$ cat config.mk
export PLATFORM = sky130hd
export DESIGN_NAME = freelist_ckpt_ctrl
export DESIGN_NICKNAME = d
export VERILOG_FILES = /design/src/rtl/freelist_ckpt_ctrl_pkg.sv /design/src/rtl/freelist_ckpt_ctrl_lane_offset.sv /design/src/rtl/freelist_ckpt_ctrl.sv
export SDC_FILE = /design/constraint.sdc
export NUM_CORES = 1
export LEC_CHECK = 0
export ABC_AREA = 0
export CORE_MARGIN = 5
export CORE_UTILIZATION = 55
export DETAILED_ROUTE_END_ITERATION = 10
export PLACE_DENSITY_LB_ADDON = 0.05
export SYNTH_ARGS = -nofsm -noshare
export SYNTH_HDL_FRONTEND = slang
export SYNTH_HIERARCHICAL = 1
export SYNTH_SLANG_ARGS = --single-unit
$ cat constraint.sdc
create_clock -name clk -period 3.5 [get_ports clk]
set_input_delay 0.875 -clock clk [delete_from_list [all_inputs] [get_ports clk]]
set_output_delay 0.875 -clock clk [all_outputs]
set_load 0.1 [all_outputs]
$ cat src/rtl/freelist_ckpt_ctrl_pkg.sv
`default_nettype none
// ============================================================================
// Module   : freelist_ckpt_ctrl_pkg
// Brief    : Shared sizes, checkpoint entry type and free-list modular add.
// Revision : 1.0 - initial release
// ============================================================================
package freelist_ckpt_ctrl_pkg;

   localparam int NUM_CP  = 8;
   localparam int CP_LOG  = 3;
   localparam int FL_SIZE = 96;
   localparam int FL_LOG  = 7;
   localparam int WIDTH   = 4;
   localparam int CNT_W   = $clog2(WIDTH + 1);

   typedef struct packed {
      logic              valid;
      logic [FL_LOG-1:0] head;
   } ckpt_entry_t;

   // The offset never exceeds WIDTH, so one conditional subtract wraps it.
   function automatic logic [FL_LOG-1:0] fl_add(input logic [FL_LOG-1:0] a,
                                                input logic [CNT_W-1:0]  b);
      logic [FL_LOG:0] sum;
      sum = {1'b0, a} + (FL_LOG+1)'(b);
      if (sum >= (FL_LOG+1)'(FL_SIZE))
         sum = sum - (FL_LOG+1)'(FL_SIZE);
      return sum[FL_LOG-1:0];
   endfunction

endpackage
`default_nettype wire

$ cat src/rtl/freelist_ckpt_ctrl_lane_offset.sv
`default_nettype none
// ============================================================================
// Module   : ckpt_lane_offset
// Brief    : Per-lane prefix counts of branches (exclusive) and free-register
//            requests (inclusive) for tag and head offset generation.
// Revision : 1.0 - initial release
// ============================================================================
module ckpt_lane_offset
   import freelist_ckpt_ctrl_pkg::*;
(
   input  logic [WIDTH-1:0]             i_branch_valid,
   input  logic [WIDTH-1:0]             i_req_free,
   output logic [WIDTH-1:0][CP_LOG-1:0] o_br_ofs,
   output logic [WIDTH-1:0][CNT_W-1:0]  o_req_cnt,
   output logic [CNT_W-1:0]             o_br_total
);

   logic [CNT_W-1:0] w_br_acc;
   logic [CNT_W-1:0] w_req_acc;

   always_comb begin
      w_br_acc  = '0;
      w_req_acc = '0;
      o_br_ofs  = '0;
      o_req_cnt = '0;
      for (int k = 0; k < WIDTH; k++) begin
         o_br_ofs[k]  = CP_LOG'(w_br_acc);
         w_req_acc    = w_req_acc + CNT_W'(i_req_free[k]);
         o_req_cnt[k] = w_req_acc;
         w_br_acc     = w_br_acc + CNT_W'(i_branch_valid[k]);
      end
      o_br_total = w_br_acc;
   end

endmodule
`default_nettype wire

$ cat src/rtl/freelist_ckpt_ctrl.sv
`default_nettype none
// ============================================================================
// Module   : freelist_ckpt_ctrl
// Brief    : Branch checkpoint controller for the speculative free-list head.
//            Optional statistics counters: FREELIST_CKPT_STATS_EN.
// Revision : 1.0 - initial release
// ============================================================================
module freelist_ckpt_ctrl
   import freelist_ckpt_ctrl_pkg::*;
(
   input  logic                     clk,
   input  logic                     reset,
   input  logic                     stall_i,
   input  logic                     recoverFlag_i,
   input  logic [FL_LOG-1:0]        freeListHead_i,
   input  logic [WIDTH-1:0]         reqFreeReg_i,
   input  logic [WIDTH-1:0]         branchValid_i,
   input  logic                     resolveValid_i,
   input  logic [CP_LOG-1:0]        resolveTag_i,
   input  logic                     mispredict_i,
   output logic [WIDTH*CP_LOG-1:0]  cpTag_o,
   output logic                     cpFull_o,
   output logic                     ctrlVerified_o,
   output logic                     flagRecoverEX_o,
   output logic [FL_LOG-1:0]        freeListHeadCp_o
`ifdef FREELIST_CKPT_STATS_EN
   ,
   output logic [15:0]              statMispredict_o,
   output logic [15:0]              statFullStall_o
`endif
);

   ckpt_entry_t       r_cp [NUM_CP];
   logic [CP_LOG-1:0] r_oldest;
   logic [CP_LOG-1:0] r_next;
   logic [CP_LOG:0]   r_count;
   logic              r_verified;
   logic [FL_LOG-1:0] r_head_cp;

   logic [WIDTH-1:0][CP_LOG-1:0] w_br_ofs;
   logic [WIDTH-1:0][CNT_W-1:0]  w_req_cnt;
   logic [CNT_W-1:0]             w_br_total;
   logic [WIDTH-1:0][CP_LOG-1:0] w_lane_tag;
   logic [WIDTH-1:0][FL_LOG-1:0] w_lane_head;

   logic              w_res_hit;
   logic              w_mispredict;
   logic              w_release;
   logic              w_alloc;
   logic              w_oldest_busy;
   logic              w_drain;
   logic [CP_LOG:0]   w_free;
   logic [CP_LOG:0]   w_alloc_n;
   logic [CP_LOG:0]   w_drain_n;
   logic [CP_LOG-1:0] w_tag_dist;

   ckpt_lane_offset u_lane_offset (
      .i_branch_valid (branchValid_i),
      .i_req_free     (reqFreeReg_i),
      .o_br_ofs       (w_br_ofs),
      .o_req_cnt      (w_req_cnt),
      .o_br_total     (w_br_total)
   );

   generate
      for (genvar k = 0; k < WIDTH; k++) begin : g_lane
         assign w_lane_tag[k]                 = r_next + w_br_ofs[k];
         assign w_lane_head[k]                = fl_add(freeListHead_i, w_req_cnt[k]);
         assign cpTag_o[k*CP_LOG +: CP_LOG]   = w_lane_tag[k];
      end
   endgenerate

   assign w_free   = (CP_LOG+1)'(NUM_CP) - r_count;
   assign cpFull_o = w_free < (CP_LOG+1)'(WIDTH);

   assign w_res_hit    = resolveValid_i && r_cp[resolveTag_i].valid;
   assign w_mispredict = w_res_hit &&  mispredict_i && !recoverFlag_i;
   assign w_release    = w_res_hit && !mispredict_i && !recoverFlag_i;
   assign w_alloc      = !stall_i && !cpFull_o && !w_mispredict && !recoverFlag_i;
   assign w_alloc_n    = w_alloc ? (CP_LOG+1)'(w_br_total) : '0;

   // A release of the oldest slot lets it drain in the same cycle.
   assign w_oldest_busy = r_cp[r_oldest].valid && !(w_release && (resolveTag_i == r_oldest));
   assign w_drain       = (r_count != '0) && !w_oldest_busy;
   assign w_drain_n     = (CP_LOG+1)'(w_drain);
   assign w_tag_dist    = resolveTag_i - r_oldest;

   always_ff @(posedge clk or negedge reset) begin
      if (!reset) begin
         for (int i = 0; i < NUM_CP; i++)
            r_cp[i] <= '0;
         r_oldest   <= '0;
         r_next     <= '0;
         r_count    <= '0;
         r_verified <= 1'b0;
         r_head_cp  <= '0;
      end else begin
         r_verified <= w_mispredict;
         if (w_mispredict)
            r_head_cp <= r_cp[resolveTag_i].head;

         if (recoverFlag_i) begin
            for (int i = 0; i < NUM_CP; i++)
               r_cp[i].valid <= 1'b0;
            r_oldest <= '0;
            r_next   <= '0;
            r_count  <= '0;
         end else begin
            if (w_release)
               r_cp[resolveTag_i].valid <= 1'b0;

            if (w_mispredict) begin
               // The resolved slot stays counted but invalid so it drains in order.
               for (int i = 0; i < NUM_CP; i++)
                  if ((CP_LOG'(i) - r_oldest) >= w_tag_dist)
                     r_cp[i].valid <= 1'b0;
               r_next  <= resolveTag_i + CP_LOG'(1);
               r_count <= {1'b0, w_tag_dist} + (CP_LOG+1)'(1) - w_drain_n;
            end else begin
               for (int k = 0; k < WIDTH; k++)
                  if (w_alloc && branchValid_i[k])
                     r_cp[w_lane_tag[k]] <= '{valid: 1'b1, head: w_lane_head[k]};
               r_next  <= r_next + CP_LOG'(w_alloc_n);
               r_count <= r_count + w_alloc_n - w_drain_n;
            end

            if (w_drain)
               r_oldest <= r_oldest + CP_LOG'(1);
         end
      end
   end

   assign ctrlVerified_o   = r_verified;
   assign flagRecoverEX_o  = r_verified;
   assign freeListHeadCp_o = r_head_cp;

`ifdef FREELIST_CKPT_STATS_EN
   logic [15:0] r_stat_mp;
   logic [15:0] r_stat_full;

   always_ff @(posedge clk or negedge reset) begin
      if (!reset) begin
         r_stat_mp   <= '0;
         r_stat_full <= '0;
      end else begin
         if (w_mispredict && (r_stat_mp != 16'hFFFF))
            r_stat_mp <= r_stat_mp + 16'd1;
         if (cpFull_o && (|branchValid_i) && (r_stat_full != 16'hFFFF))
            r_stat_full <= r_stat_full + 16'd1;
      end
   end

   assign statMispredict_o = r_stat_mp;
   assign statFullStall_o  = r_stat_full;
`endif

endmodule
`default_nettype wire
After elaboration in Yosys (flattened, before gate mapping). Index checks and enable logic that the tools add are counted.

$add $sub $neg: 34. $lt $le $gt $ge: 24. Equality and inequality tests: 1. Multiplexer cells: 76. Bitwise gates (word level): 6. Reductions and logical operators: 29.

Operators with widths (count): two-way mux 64 bit (12); bitwise mux 64 bit (5); demux 8 bit (select 3 bit) (5); two-way mux 7 bit (12); two-way mux 8 bit (9); binary-select mux 8 bit (select 3 bit) (2); >= comparator 8 x 7 -> 1 bit (second input constant) (4); subtractor 7 bit (second input constant) (4); >= comparator 3 bit (8); >= comparator 4 bit (second input constant) (6); two-way mux 1 bit (24); NOT 3 -> 4 bit (6); logical AND 1 bit (20); less-than comparator 4 x 1 -> 1 bit (second input constant) (5); adder 7 x 3 -> 8 bit (2); adder 3 x 1 -> 3 bit (5); two-way mux 3 bit (5); subtractor 3 bit (first input constant) (4); adder 3 bit (3); adder 7 x 1 -> 8 bit (1); adder 7 x 2 -> 8 bit (1); two-way mux 4 bit (2); subtractor 4 x 1 -> 4 bit (2); logical NOT 1 bit (7); other kinds (12) (16).

Flip-flop bits (word level): 82. Input port bits: 24. Output and inout port bits: 22.

Depth between registers and ports, before layout. Gate-level depths: netlist of run 1.

Depth in word-level cells: 26. Depth in mapped cells: 17. Mapped depth without buffers: 15.

Modules after synthesis. The synthesis of run 1 kept the hierarchy.

Modules (own cells, without submodules): freelist_ckpt_ctrl (times used 1, cells an instance 976, area an instance 8065.2 µm²); ckpt_lane_offset (times used 1, cells an instance 39, area an instance 322.8 µm²).

Worst setup path before layout of run 1. Ideal clock, no wire load.

Kind: input port to flip-flop. Start point: input port branchValid_i[0]. End point: register r_cp[38] (netlist name). Arrival: 4453 ps. Data required time: 3435 ps. Slack: -1018 ps. Cell stages on the path: 11. Buffers on the path: 1. Path through: ha_1 -> ha_1 -> fa_1 -> xnor2_1 -> xnor2_1 -> nor2_2 -> and3_1 -> clkbuf_1 -> or3_1 -> a21oi_1 -> a2111o_1.

Elaborated cells between the ends (all ways): 38.

RTL lines: start: declaration (RTL line freelist_ckpt_ctrl.sv:17) `input logic [WIDTH-1:0] branchValid_i,`; adder 1 x 1 -> 2 bit * (RTL line freelist_ckpt_ctrl_lane_offset.sv:30) `w_br_acc = w_br_acc + CNT_W'(i_branch_valid[k]);`; adder 3 bit * (RTL line freelist_ckpt_ctrl.sv:67) `assign w_lane_tag[k] = r_next + w_br_ofs[k];`; net cpTag_o[8] (RTL line freelist_ckpt_ctrl.sv:21) `output logic [WIDTH*CP_LOG-1:0] cpTag_o,`; NOT 3 -> 4 bit (not written as such) * (RTL line freelist_ckpt_ctrl.sv:122) `r_cp[w_lane_tag[k]] <= '{valid: 1'b1, head: w_lane_head[k]};`; >= comparator 4 bit (not written as such) or less-than comparator 4 x 1 -> 1 bit (tied branches) (RTL line freelist_ckpt_ctrl.sv:122); logical AND 1 bit (not written as such) (RTL line freelist_ckpt_ctrl.sv:122); two-way mux 8 bit (not written as such) (RTL line freelist_ckpt_ctrl.sv:122); demux 8 bit (select 3 bit) * (RTL line freelist_ckpt_ctrl.sv:122); bitwise mux 64 bit * (RTL line freelist_ckpt_ctrl.sv:122); two-way mux 64 bit * (RTL line freelist_ckpt_ctrl.sv:121) `if (w_alloc && branchValid_i[k])`; two-way mux 64 bit * (RTL line freelist_ckpt_ctrl.sv:112) `if (w_mispredict) begin`; two-way mux 64 bit * (RTL line freelist_ckpt_ctrl.sv:102) `if (recoverFlag_i) begin`; bitwise mux 64 bit (RTL line freelist_ckpt_ctrl.sv:122); two-way mux 64 bit * (RTL line freelist_ckpt_ctrl.sv:121); two-way mux 7 bit * (RTL line freelist_ckpt_ctrl.sv:112); end signal: indexed assignment (RTL line freelist_ckpt_ctrl.sv:122); end: declaration (RTL line freelist_ckpt_ctrl.sv:33) `ckpt_entry_t r_cp [NUM_CP];`.

The timed path passes the listed nets; every way through them passes the cells marked *. The select of a mux whose other input is x is not followed. A chain may end at the register's enable or synchronous reset.

==> results of run 1 <==
[Yosys cell counts, types with 4 or more instances]
cell type  number  area share (%)
a31o_2          5            0.52
nand3_1        35             2.1
or3_1          19             1.4
a21o_1         21             1.9
a2bb2oi_1       4            0.42
ha_1           52             7.8
nor4bb_1        4            0.48
o22ai_1        16             1.2
mux2_2         19             2.6
nand2b_1       16             1.2
a211o_1         8            0.84
buf_4          13             1.2
dfrtp_1        82              24
a311oi_1        4            0.42
and2_1         10            0.75
nand4_1         8            0.60
buf_2          16            0.95
a21oi_2         4            0.42
or4_1           5            0.45
nor2_1         72             3.2
nor2b_1         7            0.52
a21oi_1        82             4.9
o21ai_0        80             4.8
nor3_1         10            0.60
o211ai_1       14             1.3
mux4_2         12             3.2
xnor2_1        26             2.7
a22oi_1        10            0.89
o21ai_1         7            0.42
nor2_2          6            0.45
o21a_1          9            0.81
xor2_1         11             1.1
o221ai_1        5            0.52
and3_1         15             1.1
buf_1           5            0.22
a211oi_1        9            0.81
inv_1          58             2.6
mux2i_1        28             3.3
clkbuf_1       32             1.4
fa_1           15             3.6
nand2_1        82             3.7
a31oi_1        17             1.3
[state kept, by name, indices dropped and copies added (netlist names)]
name / flops
r_cp: 64
r_oldest: 3
freeListHeadCp_o: 7
r_count: 4
ctrlVerified_o: 1
r_next: 3
[through the flow]
| step | worst slack, ns | setup TNS, ns | hold slack (ns) |
|---|---|---|---|
| 6_report | -0.0890 | -0.566 | 0.500 |
| 2_1_floorplan | -0.608 | -14.41 | 0.454 |
| 3_5_place_dp | -1.08 | -56.92 | 0.480 |
| 3_3_place_gp | -1.01 | -54.43 | 0.472 |
| 4_1_cts | -0.138 | -0.641 | 0.496 |
| 5_1_grt | -0.215 | -2.94 | 0.512 |
[cells by family (layout without fill, tap and decap cells)]
group	after synthesis	after routing	synth area share [%]
and+or+nand+nor	311	311	18.9
adders and majority gates	67	67	11.3
AOI/OAI and AO/OA	328	328	25.0
muxes	60	60	9.29
xor gates and xnor gates	39	39	4.34
other	1	9	0.0447
buffers and inverters	127	364	6.68
DFF	82	82	24.5
[worst paths after layout]
kind,end,slack (ns),cells after the start
max in group asynchronous,r_cp[40],2.21,2
max reg2reg,r_count[2],0.34,10
max,r_cp[37],-0.09,15
min in group asynchronous,r_oldest[1],0.55,1
min,r_cp[37],0.50,1
min reg2reg,r_cp[37],0.50,1
[metal layers]
metal  up-vias  GRT usage, %  routed length [um]
met4         0          18.2                1800
met1      4415          49.9               13400
met2       645          55.9               14600
met3       135          10.3                4100
li1       4191             -                   -
met5         -             0                   0
[final cells by class]
type	instances	area [um2]	area share [%]
clock buffers	9	225	1.94
clock inverters	7	72.6	0.624
inverters	59	238	2.04
multi-input cells	814	6290	54.1
flip-flops and latches	82	2050	17.6
well taps	188	235	2.02
repair buffers	289	2520	21.7
[critical path, delay by kind of cell]
kind | cells | cell delay [ns]
adder cells (fa/ha/maj) | 4 | 1.45
AO/OA/AOI/OAI | 6 | 1.03
buffers and inverters | 4 | 0.34
XOR/XNOR | 1 | 0.14
[layout by cell type, fill, tap and decap left out, drive strengths merged, types with 16 or more instances in the layout]
cell    synthesis  final
o22ai          16     16
nand3          35     35
o21ai          88     88
nand2b         16     16
buf            36    273
or3            19     19
nor2           78     78
mux2           20     20
a31oi          17     17
a21oi          86     86
nand2          82     82
mux2i          28     28
dfrtp          82     82
inv            58     61
xnor2          27     27
ha             52     52
a21o           21     21
[repair_timing]
item,in CTS,in global routing
cloned,0,0
pin swaps,28,39
hold buffers,0,0
resized for setup,75,47
setup buffers,13,6
endpoints found under the setup margin,74,52
[power groups by stage]
stage	Sequential (mW)	Clock [mW]	Combinational (mW)
after floorplan	1.86	0	2.65
after global placement	1.74	0	4.35
after detailed placement	1.74	0	4.43
after CTS	1.74	0.986	4.58
after global routing	1.80	1.03	5.13
final	1.78	0.986	4.77
==> results by group, run 1 <==
Pwr
  – Gate power share: 63.3%
  – Register share of total power: 23.7%
  – Int Pwr: 3.94 mW
  – Sw power: 3.61 mW
  – Clk pwr share: 13.1%
  – Tot Pwr: 7.54 mW
  – VDD IR max: 0.514 mV
  – Switching part of the total: 47.8%
  – Pleak: 5.26 nW
  – Pwr Density: 649 nW/um2

Die
  – Die area: 17800 um2
  – FP Rows: 45
  – Area of the core: 15100 um2
  – Die Wd: 133 um
  – Starting Density: 55.6%
  – Top Ports: 46
  – Die height: 133 um

Route
  – DRT Wirelength: 33.9 mm
  – Drt first pass iters: 6
  – Avg WL per Cell: 23.4 um
  – Routed vias: 9386
  – Initial DRC Count: 1145
  – Via density: 6.48
  – DRC: 0
  – Post-DRT Antenna Nets: 0

Timing
  – Final Setup Violations: 12
  – Max Slew Vio Count: 0
  – Final worst path period share: 103%
  – Period minus WS final: 3.59 ns
  – RSZ-0062 raised after global routing: true
  – Setup Skew: 0.0101 ns
  – Fin. Hold Viols: 0
  – Worst slew pin tran: 0.856 ns
  – Max Freq: 279 MHz
  – Worst slew margin: 42.6%
  – Slack of the critical path: -0.0890 ns

CTS
  – Clk sinks: 82
  – Longest Clk Path Bufs: 2
  – Clock-pin slew on the worst setup and hold paths: 0.07 ns
  – Clk Latency, worst-skew pair: 0.36 ns
  – H-tree depth: 3
  – CTS root buf: clkbuf_16
  – CTS tree: yes
  – TritonCTS Buffers: 9

Finish
  – Antenna cell count: 0
  – Fin util: 77.1%
  – Final instance area: 11600 um2
  – Share of layout cells above drive strength 1: 34.4%
  – Final std cells w/o fill: 1448
  – Area Growth Syn to Fin: 38.7%
  – Total Nets Final: 1346
  – # fillers: 1121

Setup path
  – Req. time, crit path: 3.75 ns
  – Arrival @ worst endpoint: 3.84 ns
  – Crit path from: reqFreeReg_i[0]
  – R2R Path Start: r_count[0]
  – WS Path Type: in2reg
  – CP Capture Type: register
  – Slowest cell on crit path: fa_2
  – Critical Path Fanout Max: 5
  – Type of origin of the critical path: primary input
  – CP Cell Sequence: buf_8, inv_8, fa_1, inv_2, ha_4, fa_2, ha_4, a21o_1, a21oi_4, a21oi_4, xnor2_2, a21oi_2, buf_6, o32ai_2, a211o_1
  – Max incr delay on CP: 0.56 ns

Place
  – Final Wtd Congestion: 1.06
  – Area after DPL: 10800 um2
  – Placed insts: 1414
  – I/O Buffers: 45
  – DP Wirelength: 25.7 mm

Worst hold path
  – Worst hold path type: reg2reg
  – Hold_sp: r_cp[37]

Logic synthesis
  – FF+latch count, synth: 82
  – Sequential share of the synthesized area: 24.5%
  – Post-synthesis instance area: 8390 um2
  – Synth Instances: 1015
  – Most common flop cell mapped by yosys: dfrtp_1
  – Avg Synthesized Cell Area: 8.26 um2
  – Post-synth EDFFs: 0
  – Synth Warn #: 6
  – Post-synth ARST share: 100%
  – Synth cell types: 81

Status
  – Failing checks: setup timing
  – Status: finished with violations

Global routing
  – Initial antenna violation count: 0
  – Vias in the first global route: 8973
  – GR Overflow Total: 0
  – First-pass GRT wire length: 51.1 mm
  – GRT Resource Usage Total: 37.3%
  – Largest net degree at the start of global routing: 53

Job
  – Max-Cap Viols: 0
Power figures use the tool's default switching activity.
==> run 2, diff against run 1 <==
CORE_MARGIN = 2   (was 5)
==> run 2 against run 1 <==
Against the previous run: the run still ends with setup timing left; combinational power barely moved; setup slack got worse by 0.11 ns; clock-buffer cell count did not move; via count rose by 0.60%; non-clock buffer count fell by 2; clock skew barely moved; worst hold slack improved by 0.028 ns; first-iteration DRC count rose by 13%.
==> results by group, run 2 (same netlist as run 1, synthesis figures left out) <==
Route
  – Initial DRC Count: 1296
  – Post-DRT Antenna Nets: 0
  – Met3 wire length: 4.31 mm
  – WL met2: 15.3 mm
  – Avg WL per Cell: 24.1 um
  – Top Layer Used: met4
  – Routed vias: 9442
  – Via density: 6.53
  – Met1 Wirelength: 13.1 mm
  – DRC: 0
  – Drt first pass iters: 6
  – DRT Wirelength: 34.9 mm

Timing
  – Fin. Hold Viols: 0
  – Max Freq: 270 MHz
  – Worst slew margin: 42.8%
  – RSZ-0062 raised after global routing: true
  – Hold_ws: 0.528 ns
  – Worst slew pin tran: 0.855 ns
  – Max Slew Vio Count: 0
  – Setup Skew: 0.0106 ns
  – Period minus WS final: 3.70 ns
  – Final Setup Violations: 19
  – Final worst path period share: 106%
  – Post-route setup TNS: -1.90 ns
  – Slack of the critical path: -0.199 ns

Status
  – Status: finished with violations
  – Failing checks: setup timing

Place
  – Final Wtd Congestion: 1.03
  – DP Wirelength: 25.5 mm
  – I/O Buffers: 45
  – Area after DPL: 10800 um2

Pwr
  – Pleak: 5.26 nW
  – Pwr Density: 661 nW/um2
  – Tot Pwr: 7.72 mW
  – VDD IR max: 0.711 mV

Setup path
  – CP Capture Type: register
  – Max incr delay on CP: 0.60 ns
  – CP Cell Sequence: buf_8, inv_8, fa_1, inv_2, ha_4, fa_2, ha_4, a21o_1, a21oi_4, a21oi_2, xnor2_2, a21oi_2, buf_12, buf_6, a2bb2oi_2, o31ai_1
  – Critical Path Fanout Max: 8
  – Req. time, crit path: 3.74 ns
  – Type of origin of the critical path: primary input
  – Arrival @ worst endpoint: 3.94 ns
  – R2R Setup Slk: 0.39 ns
  – WS Path Type: in2reg
  – Slowest cell on crit path: fa_2

Global routing
  – GR Overflow Total: 0
  – Initial antenna violation count: 0
  – First-pass GRT wire length: 52.3 mm
  – GRT Resource Usage Total: 42.6%
  – Largest net degree at the start of global routing: 51
  – Vias in the first global route: 9019

Die
  – Die Wd: 127 um
  – Die area: 16300 um2
  – Top Ports: 46
  – Area of the core: 15000 um2
  – Starting Density: 55.8%
  – Die height: 127 um
  – FP Rows: 45

CTS
  – CTS root buf: clkbuf_16
  – TritonCTS Buffers: 9
  – Longest Clk Path Bufs: 2
  – Clk Latency, worst-skew pair: 0.37 ns
  – Clk sinks: 82
  – Clock-pin slew on the worst setup and hold paths: 0.07 ns
  – CTS tree: yes
  – H-tree depth: 3

Finish
  – Most common cell after layout, fill and taps aside: buf_4
  – # fillers: 1102
  – Final instance area: 11700 um2
  – Antenna cell count: 0
  – Fin util: 77.7%
  – Area of the multi-input gates: 6300 um2
  – Total Nets Final: 1344
  – Max FFs per register: 64
  – Share of layout cells above drive strength 1: 34.7%
  – Biggest register: r_cp
  – Most frequent cells in the layout: buf_4 (232), dfrtp_1 (82), nand2_1 (77)
  – Register area: 2050 um2
  – Area Growth Syn to Fin: 39.2%

Worst hold path
  – Worst hold path type: reg2reg

Job
  – Max-Cap Viols: 0
[run 2: cell types whose count changed in the layout (fill, tap and decap cells not counted), sizes merged]
cell	before	now
bufinv	0	2
dlymetal6s2s	1	2
dlygate4sd2	1	0
buf	273	271
clkinv	4	1
inv	61	62
[run 2: worst max-delay path: cells and delay by family]
kind | cells | cell delay, ns
AOI/OAI and AO/OA | 6 | 0.97
xor gates and xnor gates | 1 | 0.15
adders and majority gates | 4 | 1.51
buffers and inverters | 5 | 0.45
[run 2: cell type report]
type	instances	share of cell area, %
sequential	82	17.6
tap	188	2.01
clock buffer	9	1.93
multi-input combinational	814	54.0
inverter	59	2.06
clock inverter	7	0.900
timing repair buffer	287	21.6
[run 2: per-stage QoR]
step           instances  worst slack [ns]
2_1_floorplan       1023            -0.608
3_3_place_gp        1409            -0.976
3_5_place_dp        1409             -1.05
4_1_cts             1432            -0.151
5_1_grt             1446            -0.235
6_report            1446            -0.199
[run 2: power breakdown]
group | switching [mW] | leakage, nW | internal [mW]
clock network | 0.482 | 0.159 | 0.639
logic | 2.70 | 4.11 | 2.10
registers | 0.467 | 0.989 | 1.33
[run 2: what timing repair did]
item | 4_1_cts | 5_1_grt
setup endpoints to repair | 74 | 56
pin swaps | 30 | 35
gates resized for setup | 74 | 53
setup buffers | 10 | 14
hold buffers | 0 | 0
[run 2: path summary, 6_finish.rpt]
| kind | cells past startpoint | start | to |
|---|---|---|---|
| worst max-delay path | 16 | reqFreeReg_i[0] | r_cp[21] |
| worst min-delay path | 2 | freeListHeadCp_o[2] | freeListHeadCp_o[2] |
| worst max register to register | 10 | r_oldest[1] | r_cp[7] |
| worst min register to register | 2 | freeListHeadCp_o[2] | freeListHeadCp_o[2] |
| min in group asynchronous | 1 | reset | r_oldest[0] |
| max in group asynchronous | 2 | reset | r_cp[50] |
[run 2: metal layers]
layer  up-vias  track usage (%)
met5         -                0
met3       176             11.1
li1       4175                -
met4         0             21.7
met1      4412             55.9
met2       679             65.2
